### config.mk
export PLATFORM = sky130hd
export DESIGN_NAME = mem_arbiter_flat
export DESIGN_NICKNAME = d
export VERILOG_FILES = /design/src/rtl/mem_arbiter_if.sv /design/src/rtl/mem_arbiter.sv /design/src/flat_wrapper.sv
export SDC_FILE = /design/constraint.sdc
export NUM_CORES = 1
export LEC_CHECK = 0
export BUFFER_PORTS_ARGS = -buffer_cell sky130_fd_sc_hd__buf_2
export CAP_MARGIN = 0
export CORE_MARGIN = 3
export CORE_UTILIZATION = 46
export DETAILED_ROUTE_END_ITERATION = 8
export PLACE_DENSITY_LB_ADDON = 0.12
export SLEW_MARGIN = 10
export SYNTH_ARGS = -nofsm -noshare
export SYNTH_HDL_FRONTEND = slang
export SYNTH_SLANG_ARGS = --single-unit
### constraint.sdc
create_clock -name clock -period 2.2 [get_ports clock]
set_input_delay 0.22 -clock clock [delete_from_list [all_inputs] [get_ports clock]]
set_output_delay 0.22 -clock clock [all_outputs]
set_load 0.01 [all_outputs]
### src/rtl/mem_arbiter_if.sv
// Bus bundle between the fetch/data requesters, the arbiter and the single-port memory.
// The slave modport is the arbiter's view; master is the requester/memory side.
interface mem_arbiter_if #(
  parameter int DATA_W = 16,
  parameter int ADDR_W = 16
);
  logic              if_req;
  logic [ADDR_W-1:0] if_addr;
  logic              if_ack;
  logic [DATA_W-1:0] if_rdata;
  logic              if_err;

  logic              dm_req;
  logic              dm_we;
  logic [ADDR_W-1:0] dm_addr;
  logic [DATA_W-1:0] dm_wdata;
  logic              dm_ack;
  logic [DATA_W-1:0] dm_rdata;
  logic              dm_err;

  logic [ADDR_W-1:0] mem_addr;
  logic [DATA_W-1:0] mem_wdata;
  logic              mem_write;
  logic [DATA_W-1:0] mem_rdata;

  modport slave (
    input  if_req, if_addr,
    output if_ack, if_rdata, if_err,
    input  dm_req, dm_we, dm_addr, dm_wdata,
    output dm_ack, dm_rdata, dm_err,
    output mem_addr, mem_wdata, mem_write,
    input  mem_rdata
  );

  modport master (
    output if_req, if_addr,
    input  if_ack, if_rdata, if_err,
    output dm_req, dm_we, dm_addr, dm_wdata,
    input  dm_ack, dm_rdata, dm_err,
    input  mem_addr, mem_wdata, mem_write,
    output mem_rdata
  );
endinterface

### src/rtl/mem_arbiter.sv
// Shares a single-port registered-read memory between the fetch port and the data port.
// One access at a time: IDLE -> ACCESS -> [RDWAIT] -> RESP -> IDLE, all outputs registered.
module mem_arbiter #(
  parameter int DATA_W    = 16,
  parameter int ADDR_W    = 16,
  parameter int MEM_DEPTH = 257,
  parameter int FIXED_PRI = 0
) (
  input  logic clock,
  input  logic reset,
  mem_arbiter_if.slave bus,
  output logic busy
);

  typedef enum logic [1:0] {IDLE, ACCESS, RDWAIT, RESP} state_t;

  localparam logic [ADDR_W:0] DEPTH_L = (ADDR_W+1)'(MEM_DEPTH);

  state_t            state, state_n;
  logic              grant_dm, grant_dm_n;
  logic              we_q, we_n;
  logic              last_dm, last_dm_n;
  logic              busy_n;

  logic              if_ack_q, if_ack_n;
  logic [DATA_W-1:0] if_rdata_q, if_rdata_n;
  logic              if_err_q, if_err_n;
  logic              dm_ack_q, dm_ack_n;
  logic [DATA_W-1:0] dm_rdata_q, dm_rdata_n;
  logic              dm_err_q, dm_err_n;
  logic [ADDR_W-1:0] mem_addr_q, mem_addr_n;
  logic [DATA_W-1:0] mem_wdata_q, mem_wdata_n;
  logic              mem_write_q, mem_write_n;

  logic              pick_dm;
  logic [ADDR_W-1:0] sel_addr;
  logic              sel_we;

  always_ff @(posedge clock) begin
    if (reset) begin
      state       <= IDLE;
      grant_dm    <= 1'b0;
      we_q        <= 1'b0;
      last_dm     <= 1'b0;
      busy        <= 1'b0;
      if_ack_q    <= 1'b0;
      if_rdata_q  <= '0;
      if_err_q    <= 1'b0;
      dm_ack_q    <= 1'b0;
      dm_rdata_q  <= '0;
      dm_err_q    <= 1'b0;
      mem_addr_q  <= '0;
      mem_wdata_q <= '0;
      mem_write_q <= 1'b0;
    end else begin
      state       <= state_n;
      grant_dm    <= grant_dm_n;
      we_q        <= we_n;
      last_dm     <= last_dm_n;
      busy        <= busy_n;
      if_ack_q    <= if_ack_n;
      if_rdata_q  <= if_rdata_n;
      if_err_q    <= if_err_n;
      dm_ack_q    <= dm_ack_n;
      dm_rdata_q  <= dm_rdata_n;
      dm_err_q    <= dm_err_n;
      mem_addr_q  <= mem_addr_n;
      mem_wdata_q <= mem_wdata_n;
      mem_write_q <= mem_write_n;
    end
  end

  always_comb begin
    state_n     = state;
    grant_dm_n  = grant_dm;
    we_n        = we_q;
    last_dm_n   = last_dm;
    if_ack_n    = 1'b0;
    if_rdata_n  = if_rdata_q;
    if_err_n    = if_err_q;
    dm_ack_n    = 1'b0;
    dm_rdata_n  = dm_rdata_q;
    dm_err_n    = dm_err_q;
    mem_addr_n  = mem_addr_q;
    mem_wdata_n = mem_wdata_q;
    mem_write_n = 1'b0;
    pick_dm     = 1'b0;
    sel_addr    = '0;
    sel_we      = 1'b0;

    case (state)
      IDLE: begin
        if (bus.if_req || bus.dm_req) begin
          // Conflict goes to DM under fixed priority, else to whichever port did not win last.
          pick_dm    = bus.dm_req && (!bus.if_req || (FIXED_PRI != 0) || !last_dm);
          sel_addr   = pick_dm ? bus.dm_addr : bus.if_addr;
          sel_we     = pick_dm && bus.dm_we;
          grant_dm_n = pick_dm;
          last_dm_n  = pick_dm;
          we_n       = sel_we;
          if ({1'b0, sel_addr} < DEPTH_L) begin
            state_n     = ACCESS;
            mem_addr_n  = sel_addr;
            mem_wdata_n = sel_we ? bus.dm_wdata : '0;
            mem_write_n = sel_we;
          end else begin
            state_n = RESP;
            if (pick_dm) begin
              dm_ack_n   = 1'b1;
              dm_err_n   = 1'b1;
              dm_rdata_n = '0;
            end else begin
              if_ack_n   = 1'b1;
              if_err_n   = 1'b1;
              if_rdata_n = '0;
            end
          end
        end
      end
      ACCESS: begin
        if (we_q) begin
          state_n    = RESP;
          dm_ack_n   = 1'b1;
          dm_err_n   = 1'b0;
          dm_rdata_n = '0;
        end else begin
          state_n = RDWAIT;
        end
      end
      RDWAIT: begin
        state_n = RESP;
        if (grant_dm) begin
          dm_ack_n   = 1'b1;
          dm_err_n   = 1'b0;
          dm_rdata_n = bus.mem_rdata;
        end else begin
          if_ack_n   = 1'b1;
          if_err_n   = 1'b0;
          if_rdata_n = bus.mem_rdata;
        end
      end
      RESP: state_n = IDLE;
      default: state_n = IDLE;
    endcase

    busy_n = (state_n != IDLE);
  end

  assign bus.if_ack    = if_ack_q;
  assign bus.if_rdata  = if_rdata_q;
  assign bus.if_err    = if_err_q;
  assign bus.dm_ack    = dm_ack_q;
  assign bus.dm_rdata  = dm_rdata_q;
  assign bus.dm_err    = dm_err_q;
  assign bus.mem_addr  = mem_addr_q;
  assign bus.mem_wdata = mem_wdata_q;
  assign bus.mem_write = mem_write_q;

endmodule

### src/flat_wrapper.sv
// flat-port wrapper written by rule: the top's interface ports become plain ports
module mem_arbiter_flat 
#(
  parameter int DATA_W    = 16,
  parameter int ADDR_W    = 16,
  parameter int MEM_DEPTH = 257,
  parameter int FIXED_PRI = 0
)
  (clock, reset, busy, bus_if_req, bus_if_addr, bus_if_ack, bus_if_rdata, bus_if_err, bus_dm_req, bus_dm_we, bus_dm_addr, bus_dm_wdata, bus_dm_ack, bus_dm_rdata, bus_dm_err, bus_mem_addr, bus_mem_wdata, bus_mem_write, bus_mem_rdata);
  mem_arbiter_if #(.DATA_W(DATA_W), .ADDR_W(ADDR_W)) bus_i ();
  input  logic clock;
  input  logic reset;
  output logic busy;
  input wire logic [$bits(bus_i.if_req)-1:0] bus_if_req;
  input wire logic [$bits(bus_i.if_addr)-1:0] bus_if_addr;
  output wire logic [$bits(bus_i.if_ack)-1:0] bus_if_ack;
  output wire logic [$bits(bus_i.if_rdata)-1:0] bus_if_rdata;
  output wire logic [$bits(bus_i.if_err)-1:0] bus_if_err;
  input wire logic [$bits(bus_i.dm_req)-1:0] bus_dm_req;
  input wire logic [$bits(bus_i.dm_we)-1:0] bus_dm_we;
  input wire logic [$bits(bus_i.dm_addr)-1:0] bus_dm_addr;
  input wire logic [$bits(bus_i.dm_wdata)-1:0] bus_dm_wdata;
  output wire logic [$bits(bus_i.dm_ack)-1:0] bus_dm_ack;
  output wire logic [$bits(bus_i.dm_rdata)-1:0] bus_dm_rdata;
  output wire logic [$bits(bus_i.dm_err)-1:0] bus_dm_err;
  output wire logic [$bits(bus_i.mem_addr)-1:0] bus_mem_addr;
  output wire logic [$bits(bus_i.mem_wdata)-1:0] bus_mem_wdata;
  output wire logic [$bits(bus_i.mem_write)-1:0] bus_mem_write;
  input wire logic [$bits(bus_i.mem_rdata)-1:0] bus_mem_rdata;
  assign bus_i.if_req = bus_if_req;
  assign bus_i.if_addr = bus_if_addr;
  assign bus_if_ack = bus_i.if_ack;
  assign bus_if_rdata = bus_i.if_rdata;
  assign bus_if_err = bus_i.if_err;
  assign bus_i.dm_req = bus_dm_req;
  assign bus_i.dm_we = bus_dm_we;
  assign bus_i.dm_addr = bus_dm_addr;
  assign bus_i.dm_wdata = bus_dm_wdata;
  assign bus_dm_ack = bus_i.dm_ack;
  assign bus_dm_rdata = bus_i.dm_rdata;
  assign bus_dm_err = bus_i.dm_err;
  assign bus_mem_addr = bus_i.mem_addr;
  assign bus_mem_wdata = bus_i.mem_wdata;
  assign bus_mem_write = bus_i.mem_write;
  assign bus_i.mem_rdata = bus_mem_rdata;
  mem_arbiter #(.DATA_W(DATA_W), .ADDR_W(ADDR_W), .MEM_DEPTH(MEM_DEPTH), .FIXED_PRI(FIXED_PRI)) u_core (.clock(clock), .reset(reset), .bus(bus_i), .busy(busy));
endmodule
* After elaboration in Yosys (flattened, before gate mapping)
Index checks and enable logic that the tools add are counted.
** Storage, ports and cells
- Register bits after elaboration :: 74
- Output and inout port bits :: 70
- Word-level logic and storage cells :: 81
** Cells by class
- Magnitude comparators :: 1
- Equal/unequal tests :: 10
- Mux-type cells :: 39
- Bitwise gates (word level) :: 3
- Reductions and logical operators :: 15
** Operators by type and width (count)
- 16-bit two-way mux :: 11
- 16-bit one-hot mux with 3 select lines :: 1
- 16-bit one-hot mux with 2 select lines :: 1
- 1-bit two-way mux :: 19
- 16-bit by 9-bit < comparator with 1-bit output, second input constant :: 1
- 2-bit by 1-bit inequality test with 1-bit output, second input constant :: 4
- 2-bit one-hot mux with 4 select lines :: 1
- 2-bit inequality test, second input constant :: 3
- 1-bit one-hot mux with 3 select lines :: 2
- 6-bit AND reduction :: 1
- 5-bit AND reduction :: 1
- 2-bit == test, second input constant :: 2
- 2-bit two-way mux :: 2
- 1-bit one-hot mux with 2 select lines :: 2
- 2-bit nonzero test :: 2
- 4-bit OR reduction :: 1
- 1-bit NOT :: 3
- 3-bit AND reduction :: 1
- 3-bit nonzero test :: 1
- 2-bit by 1-bit == test with 1-bit output, second input constant :: 1
- 1-bit logical AND :: 2
- 1-bit logical NOT :: 2
- 2-bit logical NOT :: 1
- 1-bit logical OR :: 2
- 2-bit AND reduction :: 1

* Longest topological paths before layout
- Word-level depth :: 9
- Depth in mapped cells :: 9

* Worst setup path before layout
No wires, ideal clock.
- Path type :: flip-flop to flip-flop
- Start point :: reg u_core.state[0]
- End point :: reg u_core.dm_rdata_q[0] (netlist: u_core.bus.dm_rdata[0])
- Library setup time :: 0.070 ns
- Arrival time :: 1.877 ns
- Slack :: 0.253 ns
- Stages on the path, launching flop included :: 10
- Path buffers :: 3
- Clock period less this slack :: 1.947 ns
- Cell sequence :: dfxtp_1 -> inv_1 -> ha_1 -> clkbuf_1 -> a221oi_1 -> o31a_1 -> buf_2 -> buf_2 -> nand3_1 -> a21oi_1
** On the way
- Longest elaborated chain between the ends :: 3
- Elaborated cells on any way between the ends :: 11
** Ends and longest elaborated chain
- from (decl) :: line mem_arbiter.sv:19 : state_t state, state_n;
- from (signal assigned) :: line mem_arbiter.sv:56 : state <= state_n;
- 2-bit == test, or another cell as far along :: line mem_arbiter.sv:91 : case (state)
- 2-bit by 1-bit inequality test with 1-bit output (no line), or another cell as far along
- 6-bit AND reduction (no line)
- to (signal assigned) :: line mem_arbiter.sv:65 : dm_rdata_q <= dm_rdata_n;
- to (decl) :: line mem_arbiter.sv:29 : logic [DATA_W-1:0] dm_rdata_q, dm_rdata_n;
Parallel ways exist; a longest one is shown, timed or not.
A chain may end at the register's enable or synchronous reset.

* Final worst setup path
- Start point :: reg u_core.state[1]
- End point :: reg u_core.dm_rdata_q[7] (netlist: u_core.bus.dm_rdata[7])
The elaborated chain is that of the path after synthesis.

==> flow_metrics.py <==
metrics = {
    "layout": {
        "antenna_cells": 0,
        "final_nets": 521,
        "synthToLayoutAreaGrowth_pct": 32.35,
        "utilization": 0.6512,
        "drive_gt1_frac": 0.4071,
    },
    "yosys": {
        "ys_ff_latch": 74,
        "seq_area_frac_synth": 0.4911,
        "synth_cell_type_count": 45,
        "netlist_top_cells_area": "dfxtp_1 (49%), a21oi_1 (6.1%), a22o_1 (4.6%)",
        "synth_nets": 383,
        "async_reset_ff_frac": 0,
        "ys.flop_type": "dfxtp_1",
        "synth-edff-count": 0,
        "netlist.area_leader.share": 0.4911,
        "yosys_warnings": 0,
        "synth_top_area_cell": "dfxtp_1",
        "syn_area_per_cell_sq_um": 9.731,
        "yosysMostFrequentCell": "dfxtp_1",
        "netlist_area_sq_mm": 0.003017,
        "syn_inst": 310,
        "synthTopCellsByCount": "dfxtp_1 (74), a21oi_1 (37), nand2_1 (19), nand3_1 (17)",
    },
    "timing": {
        "tightest_slew_ps": 530.0,
        "maxSlewViolCount": 0,
        "fin_worst_skew_ps": 9.562,
        "post-route-period-util": 0.9283,
        "fmax_mhz": 489.6,
        "setup_tns_ps": 0,
        "timing.final.crit_period_ps": 2042,
        "slew_headroom": 0.6460,
        "final_hold_viol_count": 0,
        "final-setup-viol-count": 0,
        "rsz0062_at_grt": "false",
        "worst_slack_ps": 157.7,
        "hold_ws_ps": 95.17,
    },
    "floorplan": {
        "core-area_sq_mm": 0.006131,
        "start_util": 0.4920,
        "ios": 139,
        "die_w_um": 86.98,
        "die_h_um": 86.98,
        "row_count": 28,
        "die-area_sq_mm": 0.007566,
    },
    "routing": {
        "wl_mm": 7.715,
        "wl_per_cell_um": 14.64,
        "dr.pass1.iters": 4,
        "vias": 2864,
        "drt-vias-per-instance": 5.435,
        "first_iter_violations": 127,
        "postRouteAntennaNets": 0,
        "drc": 0,
    },
    "power": {
        "ir_drop_v": 0.0005786,
        "p_leak_uw": 0.001798,
        "power_density_mw_per_mm2": 969.7,
        "p_total_uw": 3872,
    },
    "cts": {
        "clkLatencyLatePin_ps": 330,
        "clk_pin_slew_ps": 80,
        "cts.sinks": 74,
        "cts.htree.levels": 3,
        "cts_tree": "built",
        "cts_made_buffers": 9,
        "clockBufferDepth": 2,
        "post_cts_buffers": 0,
        "hold_buffers": 0,
        "cts_root_buf": "clkbuf_8",
    },
    "worst_setup_path": {
        "start_kind": "flop",
        "r2r_cells": 7,
        "endpoint_kind": "flop",
        "cp.arrival_ps": 2310,
        "critical_path_required_ps": 2470,
        "crit_fanout": 15,
        "criticalPathCategory": "reg2reg",
    },
    "worst_hold_path": {
        "whs_path_depth": 2,
        "hold_path.class": "in2reg",
    },
    "global_route": {
        "grt_overflow_total": 0,
        "grt_pass1_wl_mm": 12.47,
        "grt_pass1_vias": 2633,
        "grt_antenna_before_repair": 0,
        "grt_max_degree": 39,
        "gr-usage-all-layers": 0.2066,
    },
    "placed_design": {
        "io_buffers": 138,
        "place.gp.congestion": 0.8262,
        "place_ws_ps": -45.43,
        "dp_hpwl_mm": 5.533,
    },
    "run": {
        "maxCapViolCount": 0,
    },
    "status": {
        "status": "finished clean",
    },
}
critical path, cell delays in order, from the launching register on:
cell	delay [ps]
dfxtp_1	380
inv_1	80
ha_1	210
a221oi_1	500
o31a_1	370
buf_12	180
nand3_1	90
a21oi_1	160
path summary, 6_finish.rpt:
path / from / to / slack, ps
worst max-delay path: u_core.state[1] / u_core.bus.dm_rdata[7] / 160
worst min-delay path: bus_dm_wdata[14] / u_core.bus.mem_wdata[14] / 100
worst max register to register: u_core.state[1] / u_core.bus.dm_rdata[7] / 160
worst min register to register: u_core.bus.mem_addr[14] / u_core.bus.mem_addr[14] / 450
state kept, by name, indices dropped and copies added (netlist names):
register	count
u_core.bus.if_err	1
u_core.busy	1
u_core.bus.dm_err	1
u_core.bus.dm_ack	1
u_core.bus.if_ack	1
u_core.grant_dm	1
u_core.we_q	1
u_core.bus.dm_rdata	16
u_core.state	2
u_core.bus.mem_addr	16
u_core.bus.if_rdata	16
u_core.bus.mem_write	1
u_core.bus.mem_wdata	16
cells in the final DEF (no fill, tap or decap), types with 7 or more instances in the layout:
master    count
dfxtp_1      73
nand4_1      16
clkbuf_8     10
and2_1        7
buf_4        13
buf_2       138
nand3_1      17
a22o_1       16
nor2_1       12
nand2_1      19
mux2i_1       8
o21ai_0      14
a21oi_1      37
a211oi_1     11
metrics by stage:
stage,area (sq um),cells
4_1_cts,3989,527
3_3_place_gp,3767,512
3_5_place_dp,3767,512
6_report,3993,527
2_1_floorplan,3017,310
5_1_grt,3993,527
kinds of logic after synthesis:
logic type      after synthesis  synth area share
compound gates              101            0.2455
simple gates                 91            0.1613
flops                        74            0.4911
buf+inv                      32           0.05889
mux                           8           0.02655
fa+ha+maj                     4           0.01659
final cells by class:
cell class | count | area (sq um)
Clock buffer | 10 | 137.6
Clock inverter | 5 | 78.83
Fill cell | 533 | 2138
Inverter | 7 | 26.28
Multi-Input combinational cell | 204 | 1365
Sequential cell | 74 | 1483
Tap cell | 75 | 93.84
Timing Repair Buffer | 152 | 808.3
per-layer routing:
| layer | global-route usage | share of wire |
|---|---|---|
| met2 | 0.3237 | 0.47 |
| met4 | 0.08357 | 0.017 |
| met3 | 0.05014 | 0.080 |
| met1 | 0.2727 | 0.44 |
| met5 | 0 | 0 |
power breakdown:
part | internal (uW) | switching, uW | leakage (uW)
Combinational | 436 | 738 | 0.00109
Sequential | 1470 | 78.5 | 0.000600
Clock | 662 | 485 | 0.000112
Total | 2570 | 1300 | 0.00180
timing repair:
item / 4_1_cts / 5_1_grt
endpoints found under the setup margin: 23 / 19
gates resized for setup: 1 / 4
endpoints found under the hold margin: 0 / 0
No activity file was read; power rests on OpenSTA's default activity.
